--- config.mk ---
export PLATFORM = sky130hd
export DESIGN_NAME = lap_store_ctrl
export DESIGN_NICKNAME = d
export VERILOG_FILES = /design/src/rtl/lap_pkg.sv /design/src/rtl/lap_ptr_ring.sv /design/src/rtl/lap_store_ctrl.sv
export SDC_FILE = /design/constraint.sdc
export NUM_CORES = 1
export LEC_CHECK = 0
export ABC_AREA = 1
export BUFFER_PORTS_ARGS = -buffer_cell sky130_fd_sc_hd__buf_4
export CAP_MARGIN = 20
export CORE_MARGIN = 1
export CORE_UTILIZATION = 55
export DETAILED_ROUTE_END_ITERATION = 12
export PLACE_DENSITY = 0.87
export SLEW_MARGIN = 20
export SYNTH_ARGS = -nofsm -noshare
export SYNTH_HDL_FRONTEND = slang
export SYNTH_SLANG_ARGS = --single-unit
--- constraint.sdc ---
create_clock -name i_clk -period 3 [get_ports i_clk]
set_input_delay 0.6 -clock i_clk [delete_from_list [all_inputs] [get_ports i_clk]]
set_output_delay 0.6 -clock i_clk [all_outputs]
set_load 0.005 [all_outputs]
--- src/rtl/lap_pkg.sv ---
// Shared definitions for the lap store: read FSM states and default geometry.
// Latency: n/a (definitions only).
// Backpressure: n/a.
//
// Contents:
//   LAP_RAM_WIDTH     default width of one stored time value
//   LAP_RAM_ADDR_BITS default BRAM address width (DEPTH = 2**bits)
//   lap_state_e       read FSM state encoding
package lap_pkg;

  localparam int LAP_RAM_WIDTH     = 16;
  localparam int LAP_RAM_ADDR_BITS = 9;

  typedef enum logic [1:0] {
    IDLE    = 2'd0,
    ISSUE   = 2'd1,
    WAIT    = 2'd2,
    PRESENT = 2'd3
  } lap_state_e;

endpackage

--- src/rtl/lap_ptr_ring.sv ---
// Circular-store bookkeeping: head/wr_ptr/count plus full/empty and clear.
// Latency: write strobe/drop are combinational; pointers and count update next edge.
// Backpressure: none; a push while full either overwrites the oldest slot or is dropped.
//
// Optional feature macro: LAP_OVERWRITE_EN (push when full overwrites the oldest lap).
//
// Ports:
//   i_clk, i_rst      clock, asynchronous active-high reset
//   i_clear           synchronous clear of pointers and count (wins over i_push)
//   i_push            append request (one-cycle strobe)
//   o_head, o_wr_ptr  oldest slot / next slot to write
//   o_count           stored entries, 0..DEPTH
//   o_full, o_empty   count == DEPTH / count == 0
//   o_wr_en           a write to slot o_wr_ptr happens this cycle
//   o_drop            the push this cycle is discarded
module lap_ptr_ring
  import lap_pkg::*;
#(
  parameter int ADDR_BITS = LAP_RAM_ADDR_BITS
) (
  input  logic                 i_clk,
  input  logic                 i_rst,
  input  logic                 i_clear,
  input  logic                 i_push,
  output logic [ADDR_BITS-1:0] o_head,
  output logic [ADDR_BITS-1:0] o_wr_ptr,
  output logic [ADDR_BITS:0]   o_count,
  output logic                 o_full,
  output logic                 o_empty,
  output logic                 o_wr_en,
  output logic                 o_drop
);

  localparam logic [ADDR_BITS:0] DEPTH_C = {1'b1, {ADDR_BITS{1'b0}}};

  logic [ADDR_BITS-1:0] r_head;
  logic [ADDR_BITS-1:0] r_wr_ptr;
  logic [ADDR_BITS:0]   r_count;

  logic w_full;
  logic w_empty;
  logic w_push_ok;
  logic w_accept;
  logic w_overwrite;
  logic w_drop;
  logic w_wr_en;

  assign w_full    = (r_count == DEPTH_C);
  assign w_empty   = (r_count == '0);
  assign w_push_ok = i_push & ~i_clear;
  assign w_accept  = w_push_ok & ~w_full;

`ifdef LAP_OVERWRITE_EN
  // Full store: the slot at wr_ptr is the oldest lap, so writing it and
  // advancing both pointers keeps the ring at DEPTH entries.
  assign w_overwrite = w_push_ok & w_full;
  assign w_drop      = 1'b0;
`else
  assign w_overwrite = 1'b0;
  assign w_drop      = w_push_ok & w_full;
`endif

  assign w_wr_en = w_accept | w_overwrite;

  always_ff @(posedge i_clk or posedge i_rst) begin
    if (i_rst) begin
      r_head   <= '0;
      r_wr_ptr <= '0;
      r_count  <= '0;
    end else if (i_clear) begin
      r_head   <= '0;
      r_wr_ptr <= '0;
      r_count  <= '0;
    end else begin
      if (w_wr_en)     r_wr_ptr <= r_wr_ptr + ADDR_BITS'(1);
      if (w_accept)    r_count  <= r_count + (ADDR_BITS+1)'(1);
      if (w_overwrite) r_head   <= r_head + ADDR_BITS'(1);
    end
  end

  assign o_head   = r_head;
  assign o_wr_ptr = r_wr_ptr;
  assign o_count  = r_count;
  assign o_full   = w_full;
  assign o_empty  = w_empty;
  assign o_wr_en  = w_wr_en;
  assign o_drop   = w_drop;

endmodule

--- src/rtl/lap_store_ctrl.sv ---
// Lap-time store controller: appends laps to a circular BRAM store, replays them oldest first.
// Latency: write in the lap_pulse cycle; fetch lap_valid in the cycle after edge N+3 (req at edge N).
// Backpressure: none; next_req is ignored while a fetch is in flight or the store is empty.
//
// Optional feature macro: LAP_OVERWRITE_EN (lap when full overwrites the oldest lap
// instead of being dropped).
//
// Ports:
//   i_clk, i_rst        clock, asynchronous active-high reset
//   i_clear             synchronous clear of bookkeeping (BRAM contents untouched)
//   i_lap_pulse         store i_time_in as a new lap
//   i_time_in           current chronometer value
//   i_next_req          fetch the next lap for display
//   o_wr_addr/o_wr_data/o_write_enable   BRAM write port
//   o_rd_addr, i_rd_data                 BRAM read port (data one cycle after address)
//   o_lap_data, o_lap_valid, o_lap_index fetched lap, update strobe, logical index
//   o_lap_count, o_empty, o_full         store occupancy
//   o_lap_dropped                        lap discarded this cycle
module lap_store_ctrl
  import lap_pkg::*;
#(
  parameter int RAM_WIDTH     = LAP_RAM_WIDTH,
  parameter int RAM_ADDR_BITS = LAP_RAM_ADDR_BITS
) (
  input  logic                     i_clk,
  input  logic                     i_rst,
  input  logic                     i_clear,
  input  logic                     i_lap_pulse,
  input  logic [RAM_WIDTH-1:0]     i_time_in,
  input  logic                     i_next_req,
  output logic [RAM_ADDR_BITS-1:0] o_wr_addr,
  output logic [RAM_WIDTH-1:0]     o_wr_data,
  output logic                     o_write_enable,
  output logic [RAM_ADDR_BITS-1:0] o_rd_addr,
  input  logic [RAM_WIDTH-1:0]     i_rd_data,
  output logic [RAM_WIDTH-1:0]     o_lap_data,
  output logic                     o_lap_valid,
  output logic [RAM_ADDR_BITS-1:0] o_lap_index,
  output logic [RAM_ADDR_BITS:0]   o_lap_count,
  output logic                     o_empty,
  output logic                     o_full,
  output logic                     o_lap_dropped
);

  logic [RAM_ADDR_BITS-1:0] w_head;
  logic [RAM_ADDR_BITS-1:0] w_wr_ptr;
  logic [RAM_ADDR_BITS:0]   w_count;
  logic                     w_full;
  logic                     w_empty;
  logic                     w_wr_en;
  logic                     w_drop;

  lap_ptr_ring #(
    .ADDR_BITS (RAM_ADDR_BITS)
  ) u_ring (
    .i_clk    (i_clk),
    .i_rst    (i_rst),
    .i_clear  (i_clear),
    .i_push   (i_lap_pulse),
    .o_head   (w_head),
    .o_wr_ptr (w_wr_ptr),
    .o_count  (w_count),
    .o_full   (w_full),
    .o_empty  (w_empty),
    .o_wr_en  (w_wr_en),
    .o_drop   (w_drop)
  );

  // Write port is purely combinational; data is zeroed when no write so the
  // bus stays quiet between laps.
  assign o_wr_addr      = w_wr_ptr;
  assign o_wr_data      = w_wr_en ? i_time_in : '0;
  assign o_write_enable = w_wr_en;
  assign o_lap_dropped  = w_drop;
  assign o_lap_count    = w_count;
  assign o_empty        = w_empty;
  assign o_full         = w_full;

  lap_state_e               r_state;
  logic [RAM_ADDR_BITS-1:0] r_cursor;
  logic [RAM_ADDR_BITS-1:0] r_rd_addr;
  logic [RAM_WIDTH-1:0]     r_lap_data;
  logic [RAM_ADDR_BITS-1:0] r_lap_index;
  logic                     r_lap_valid;

  logic [RAM_ADDR_BITS:0]   w_cursor_nxt;
  logic                     w_cursor_wrap;

  // Cursor is a logical index from head; it wraps against the count seen in
  // PRESENT, so laps committed during the fetch extend the replay range.
  assign w_cursor_nxt  = {1'b0, r_cursor} + (RAM_ADDR_BITS+1)'(1);
  assign w_cursor_wrap = (w_cursor_nxt >= w_count);

  always_ff @(posedge i_clk or posedge i_rst) begin
    if (i_rst) begin
      r_state     <= IDLE;
      r_cursor    <= '0;
      r_rd_addr   <= '0;
      r_lap_data  <= '0;
      r_lap_index <= '0;
      r_lap_valid <= 1'b0;
    end else begin
      r_lap_valid <= 1'b0;
      if (i_clear) begin
        r_state  <= IDLE;
        r_cursor <= '0;
      end else begin
        case (r_state)
          IDLE: begin
            if (i_next_req && !w_empty) r_state <= ISSUE;
          end
          ISSUE: begin
            r_rd_addr <= w_head + r_cursor;
            r_state   <= WAIT;
          end
          WAIT: begin
            r_state <= PRESENT;
          end
          PRESENT: begin
            r_lap_data  <= i_rd_data;
            r_lap_index <= r_cursor;
            r_lap_valid <= 1'b1;
            r_cursor    <= w_cursor_wrap ? '0 : w_cursor_nxt[RAM_ADDR_BITS-1:0];
            r_state     <= IDLE;
          end
          default: r_state <= IDLE;
        endcase
      end
    end
  end

  assign o_rd_addr   = r_rd_addr;
  assign o_lap_data  = r_lap_data;
  assign o_lap_valid = r_lap_valid;
  assign o_lap_index = r_lap_index;

endmodule

== After elaboration in Yosys (flattened, before gate mapping) ==
Cells that the tools add are included.

* Add/subtract/negate cells: 3
* Magnitude comparators: 1
* Equality and inequality tests: 5
* Muxes and demuxes: 13
* Bitwise logic cells: 5
* Reductions and logical operators: 8

{| class="wikitable"
|+ Operator list
! operator !! count
|-
| $mux 9 || 5
|-
| $mux 10 || 2
|-
| $mux 16 || 1
|-
| $add 10x1->10 const B || 1
|-
| $add 9x1->10 const B || 1
|-
| $eq 10x10->1 const B || 1
|-
| $ge 10x10->1 || 1
|-
| $logic_not 10->1 || 1
|-
| $add 9x1->9 const B || 1
|-
| $pmux 2 s4 || 1
|-
| $eq 2x2->1 const B || 2
|-
| $mux 2 || 2
|-
| $reduce_and 2->1 || 2
|-
| $reduce_bool 2->1 || 2
|-
| $and 1x1->1 || 3
|-
| $ne 3x3->1 const B || 1
|-
| $eq 2x1->1 const B || 1
|-
| $logic_not 2->1 || 1
|-
| $mux 1 || 2
|-
| $not 1->1 || 2
|-
| $logic_and 1x1->1 || 1
|-
| $logic_not 1->1 || 1
|}

* Register bits: 65
* Input bits: 37
* Output and inout port bits: 74
* Word-level logic and storage cells: 43

== Depth between registers and ports, before layout ==
* Word-level depth: 6
* Depth in mapped cells: 16
* Mapped depth without buffers: 16

== By module ==
A second synthesis with hierarchy kept.

* Cell total of the unflattened synthesis: 575
* Area, all modules: 4107.7 µm²

{| class="wikitable"
|+ Modules (own cells, without submodules)
! module !! instances !! cells each !! area an instance (µm²) !! seq. area each (µm²)
|-
| lap_store_ctrl || 1 || 384 || 2785.2 || 1151.1
|-
| lap_ptr_ring || 1 || 191 || 1322.5 || 475.5
|}

== Least setup slack after synthesis ==
OpenSTA, ideal clock, no wires.

* Path type: register -> register
* From: reg r_cursor[2]
* To: reg r_cursor[1]
* Library setup time: 66 ps
* Data arrival time: 1962 ps
* Required time: 2934 ps
* Setup slack: 972 ps
* Stages on the path, launching flop included: 12
* Buffers on the path: 0
* Period minus slack after synthesis: 2028 ps
* Cell sequence: dfrtp_1 -> nand2_1 -> nor2_1 -> nand4_1 -> nor4_1 -> ha_1 -> a21o_1 -> nor2_1 -> nand2_1 -> nor2_2 -> nand3_1 -> nand2_1

* Word-level cells in the longest chain between the ends: 5

{| class="wikitable"
|+ Ends and longest elaborated chain
! element !! line !! source
|-
| from (decl) || lap_store_ctrl.sv:80 || <nowiki>logic [RAM_ADDR_BITS-1:0] r_cursor;</nowiki>
|-
| from (signal assigned) || lap_store_ctrl.sv:123 || <nowiki>r_cursor <= w_cursor_wrap ? '0 : w_cursor_nxt[RAM_ADDR_BITS-1:0];</nowiki>
|-
| $add 9x1->10 || lap_store_ctrl.sv:91 || <nowiki>assign w_cursor_nxt = {1'b0, r_cursor} + (RAM_ADDR_BITS+1)'(1);</nowiki>
|-
| $ge 10x10->1 || lap_store_ctrl.sv:92 || <nowiki>assign w_cursor_wrap = (w_cursor_nxt >= w_count);</nowiki>
|-
| $mux 9 || lap_store_ctrl.sv:123 ||
|-
| $mux 9 || lap_store_ctrl.sv:108 || <nowiki>case (r_state)</nowiki>
|-
| $mux 9 || lap_store_ctrl.sv:104 || <nowiki>if (i_clear) begin</nowiki>
|}

Every way passes these cells. The select of a mux whose other input is x is not followed.
A chain may end at the register's enable or synchronous reset.

== Final worst setup path ==
* From: reg u_ring.r_count[0], in the netlist u_ring.o_count[0]
* To: out o_wr_data[8]

* Word-level cells in the longest chain between the ends: 4

{| class="wikitable"
|+ Ends and longest elaborated chain
! element !! line !! source
|-
| from (decl) || lap_ptr_ring.sv:38 || <nowiki>logic [ADDR_BITS:0] r_count;</nowiki>
|-
| from (signal assigned) || lap_ptr_ring.sv:76 || <nowiki>if (w_accept) r_count <= r_count + (ADDR_BITS+1)'(1);</nowiki>
|-
| $eq 10x10->1 || lap_ptr_ring.sv:48 || <nowiki>assign w_full = (r_count == DEPTH_C);</nowiki>
|-
| $not 1->1 || lap_ptr_ring.sv:51 || <nowiki>assign w_accept = w_push_ok & ~w_full;</nowiki>
|-
| $and 1x1->1 || lap_ptr_ring.sv:51 ||
|-
| $mux 16 || lap_store_ctrl.sv:72 || <nowiki>assign o_wr_data = w_wr_en ? i_time_in : '0;</nowiki>
|-
| to (decl) || lap_store_ctrl.sv:32 || <nowiki>output logic [RAM_WIDTH-1:0] o_wr_data,</nowiki>
|}

Every way passes these cells.

==> metrics.cfg <==
[placed_design]
place_ws_ns=0.606
port_buffers=110
gp_congestion=0.822
dp_hpwl_mm=6.40
placed_area_um2=4400
place_inst=637

[routing]
firstDrtPassIters=6
antenna_left=0
drt_iter0_markers=143
drcViolationCount=0
wl_per_cell_um=13.8
vias=3373
wl_mm=8.99
viasPerCell=5.17

[floorplan]
fp-row-count=28
die_h_um=82.0
core_area_um2=6060
floorplan.initialDensity_pct=58.1
pin_count=111
die_w_um=82.0
dieArea_um2=6730

[clock_network]
cts_root_buffer=clkbuf_8
clock-sinks=65
cts_tree=yes
h-tree-depth=3
cts_resized=0
clock_path_buffers=2
clock_latency_ns=0.35
post_cts_buffers=0
clk_pin_slew_ns=0.07
cts_buffers=9
holdBufCountCts=0

[critical_path]
rr_startpoint=r_cursor[2]
regToRegSetupSlack_ns=0.53
arrival_ns=2.17
crit_end=o_wr_data[8]
r2r_cells=11
cp-startpoint=u_ring.o_count[0]
worstSetupStartpointType=flop
required_ns=2.40
slowest_stage=dfrtp_1
cp_max_fo=21
cpPeakStageDelay_ns=0.47
r2r-end=r_cursor[6]
crit_type=reg2out
crit_path_end_kind=output port
crit_chain=inv_1 > ha_1 > nand3_2 > nor2_2 > nand2_2 > nand2_2 > nor2_1 > buf_4
path_common_cell=nand2_2

[synthesis]
ys_seq_area_share_pct=46.2
synthesis.area_um2=3520
synth_edf_count=0
synth.avg_cell_area_um2=7.66
yosysWarnings=0
ys_types=30
synthCells=460
synth_fp_nets=514
synth_seq_cells=65
postSynth.topFlopCell=dfrtp_1
synthArstFlopShare_pct=100

[layout]
drive_above_1_share_pct=26.5
utilization_pct=76.3
instances_no_fill=652
fin_area_um2=4620
antenna_cells=0
areaGrowthSynthToFinish_pct=31.2
fin_nets=627

[sta]
setup_tns_ns=0
period_share_pct=92.4
max-slew-margin-rel_pct=56.6
maxSlewViolCount=0
finalCriticalPeriod_ns=2.77
setup_slack_ns=0.228
setup_viol=0
fin_hold_ws_ns=0.305
hold_violations=0
skew_ns=0.0109
worstMarginPinSlew_ns=0.648
rsz0062_at_grt=false
max_clock_freq_mhz=361

[min_path]
hold_path.class=in2async

[power_and_ir_drop]
power.total_mw=2.52
netSwitchingFraction_pct=28.5
seq_power_share_pct=43.9
ir_worst_vdd_v=0.000514
power.density_nw_per_um2=545
p_clk_share_pct=32.8
power.internal_mw=1.80
leakagePower_nw=2.64
comb_power_share_pct=23.3
p_switching_mw=0.719

[outcome]
status=finished clean

[global_routing]
grt_pass1_wl_mm=14.3
grt.overflow.total=0
grt_max_degree=34
grt_pass1_vias=3082
antenna_found_initial=0
gr-usage-all-layers_pct=28.0

[flow_run]
maxCapViolCount=0

-- power by group through the flow --
stage | clock, mW | combinational (mW) | sequential [mW]
2_1_floorplan | 0 | 0.267 | 1.13
3_3_place_gp | 0 | 0.568 | 1.12
3_5_place_dp | 0 | 0.590 | 1.12
4_1_cts | 0.834 | 0.595 | 1.11
5_1_grt | 0.870 | 0.662 | 1.13
6_report | 0.826 | 0.587 | 1.11
-- cell usage after synthesis (5+ instances only) --
cell type  number  area share [%]
dfrtp_1        65              46
inv_1          62             6.6
nand3_1        22             3.1
inv_2           5            0.53
nand2_2         5            0.89
nand2_1       160              17
xor2_1          9             2.2
nor2_1         44             4.7
ha_1           17             6.0
nand4_1        13             2.3
o21ai_2         6             1.5
o21ai_0        19             2.7
-- layout by cell type, fill, tap and decap left out --
master / synthesis / final
xor2_1: 9 / 9
buf_4: 1 / 114
clkinv_2: 0 / 1
clkbuf_8: 0 / 10
clkinvlp_4: 0 / 2
bufinv_16: 0 / 2
nand3_2: 1 / 1
nand2_2: 5 / 5
xnor2_1: 1 / 1
nand3b_1: 1 / 1
o21bai_1: 2 / 2
o22ai_1: 2 / 2
dfrtp_1: 65 / 65
inv_2: 5 / 6
a21o_1: 1 / 1
nor3_1: 3 / 3
inv_1: 62 / 61
nand3_1: 22 / 22
o21ai_0: 19 / 19
ha_1: 17 / 17
a21boi_2: 1 / 1
o22ai_2: 1 / 1
o21ai_2: 6 / 6
nand4_1: 13 / 13
nor2_1: 44 / 44
a21oi_2: 1 / 1
nor2_2: 3 / 3
a21oi_1: 3 / 3
nand2_1: 160 / 160
nor4_1: 1 / 1
-- worst min path at each step --
stage / startpoint / end / slack (ns)
2_1_floorplan: r_cursor[8] / r_cursor[8] / 0.45
4_1_cts: i_rst / o_lap_data[1] / 0.31
3_3_place_gp: o_lap_data[1] / o_lap_data[1] / 0.46
3_5_place_dp: o_lap_data[9] / o_lap_data[9] / 0.47
5_1_grt: i_rst / o_lap_data[1] / 0.35
6_report: i_rst / o_lap_data[1] / 0.30
-- flip-flops by register name, summed over array words and instances (netlist names) --
name	flops
u_ring.o_count	10
u_ring.o_wr_ptr	9
o_lap_data	16
r_cursor	9
o_lap_index	9
r_state	2
o_lap_valid	1
o_rd_addr	9
-- cell families after synthesis --
group,count (synthesis),share of synthesized area [%]
AND/OR/NAND/NOR,253,29.7
buffers and inverters,79,9.09
flip-flops,65,46.2
AO/OA/AOI/OAI,36,6.53
adder cells (fa/ha/maj),17,6.04
XOR/XNOR,10,2.49
-- cell type report --
cell class                      instances  area, um^2
Clock buffer                           10         138
Clock inverter                          5        80.1
Fill cell                             439        1440
Inverter                               67         251
Multi-Input combinational cell        316        1580
Sequential cell                        65        1630
Tap cell                               75        93.8
Timing Repair Buffer                  114         856
-- critical path: cells and delay by family (launching register included) --
kind / cells / cell delay (ns)
flip-flops: 1 / 0.47
buffers and inverters: 2 / 0.31
adder cells (fa/ha/maj): 1 / 0.20
AND/OR/NAND/NOR: 5 / 0.86
-- per-layer routing --
metal  track usage (%)  wire, um
met1              35.9      3760
met2              46.7      4630
met3              5.11       486
met4              11.2       112
met5                 0         0
Note: power is estimated with default switching activity, not from simulation.
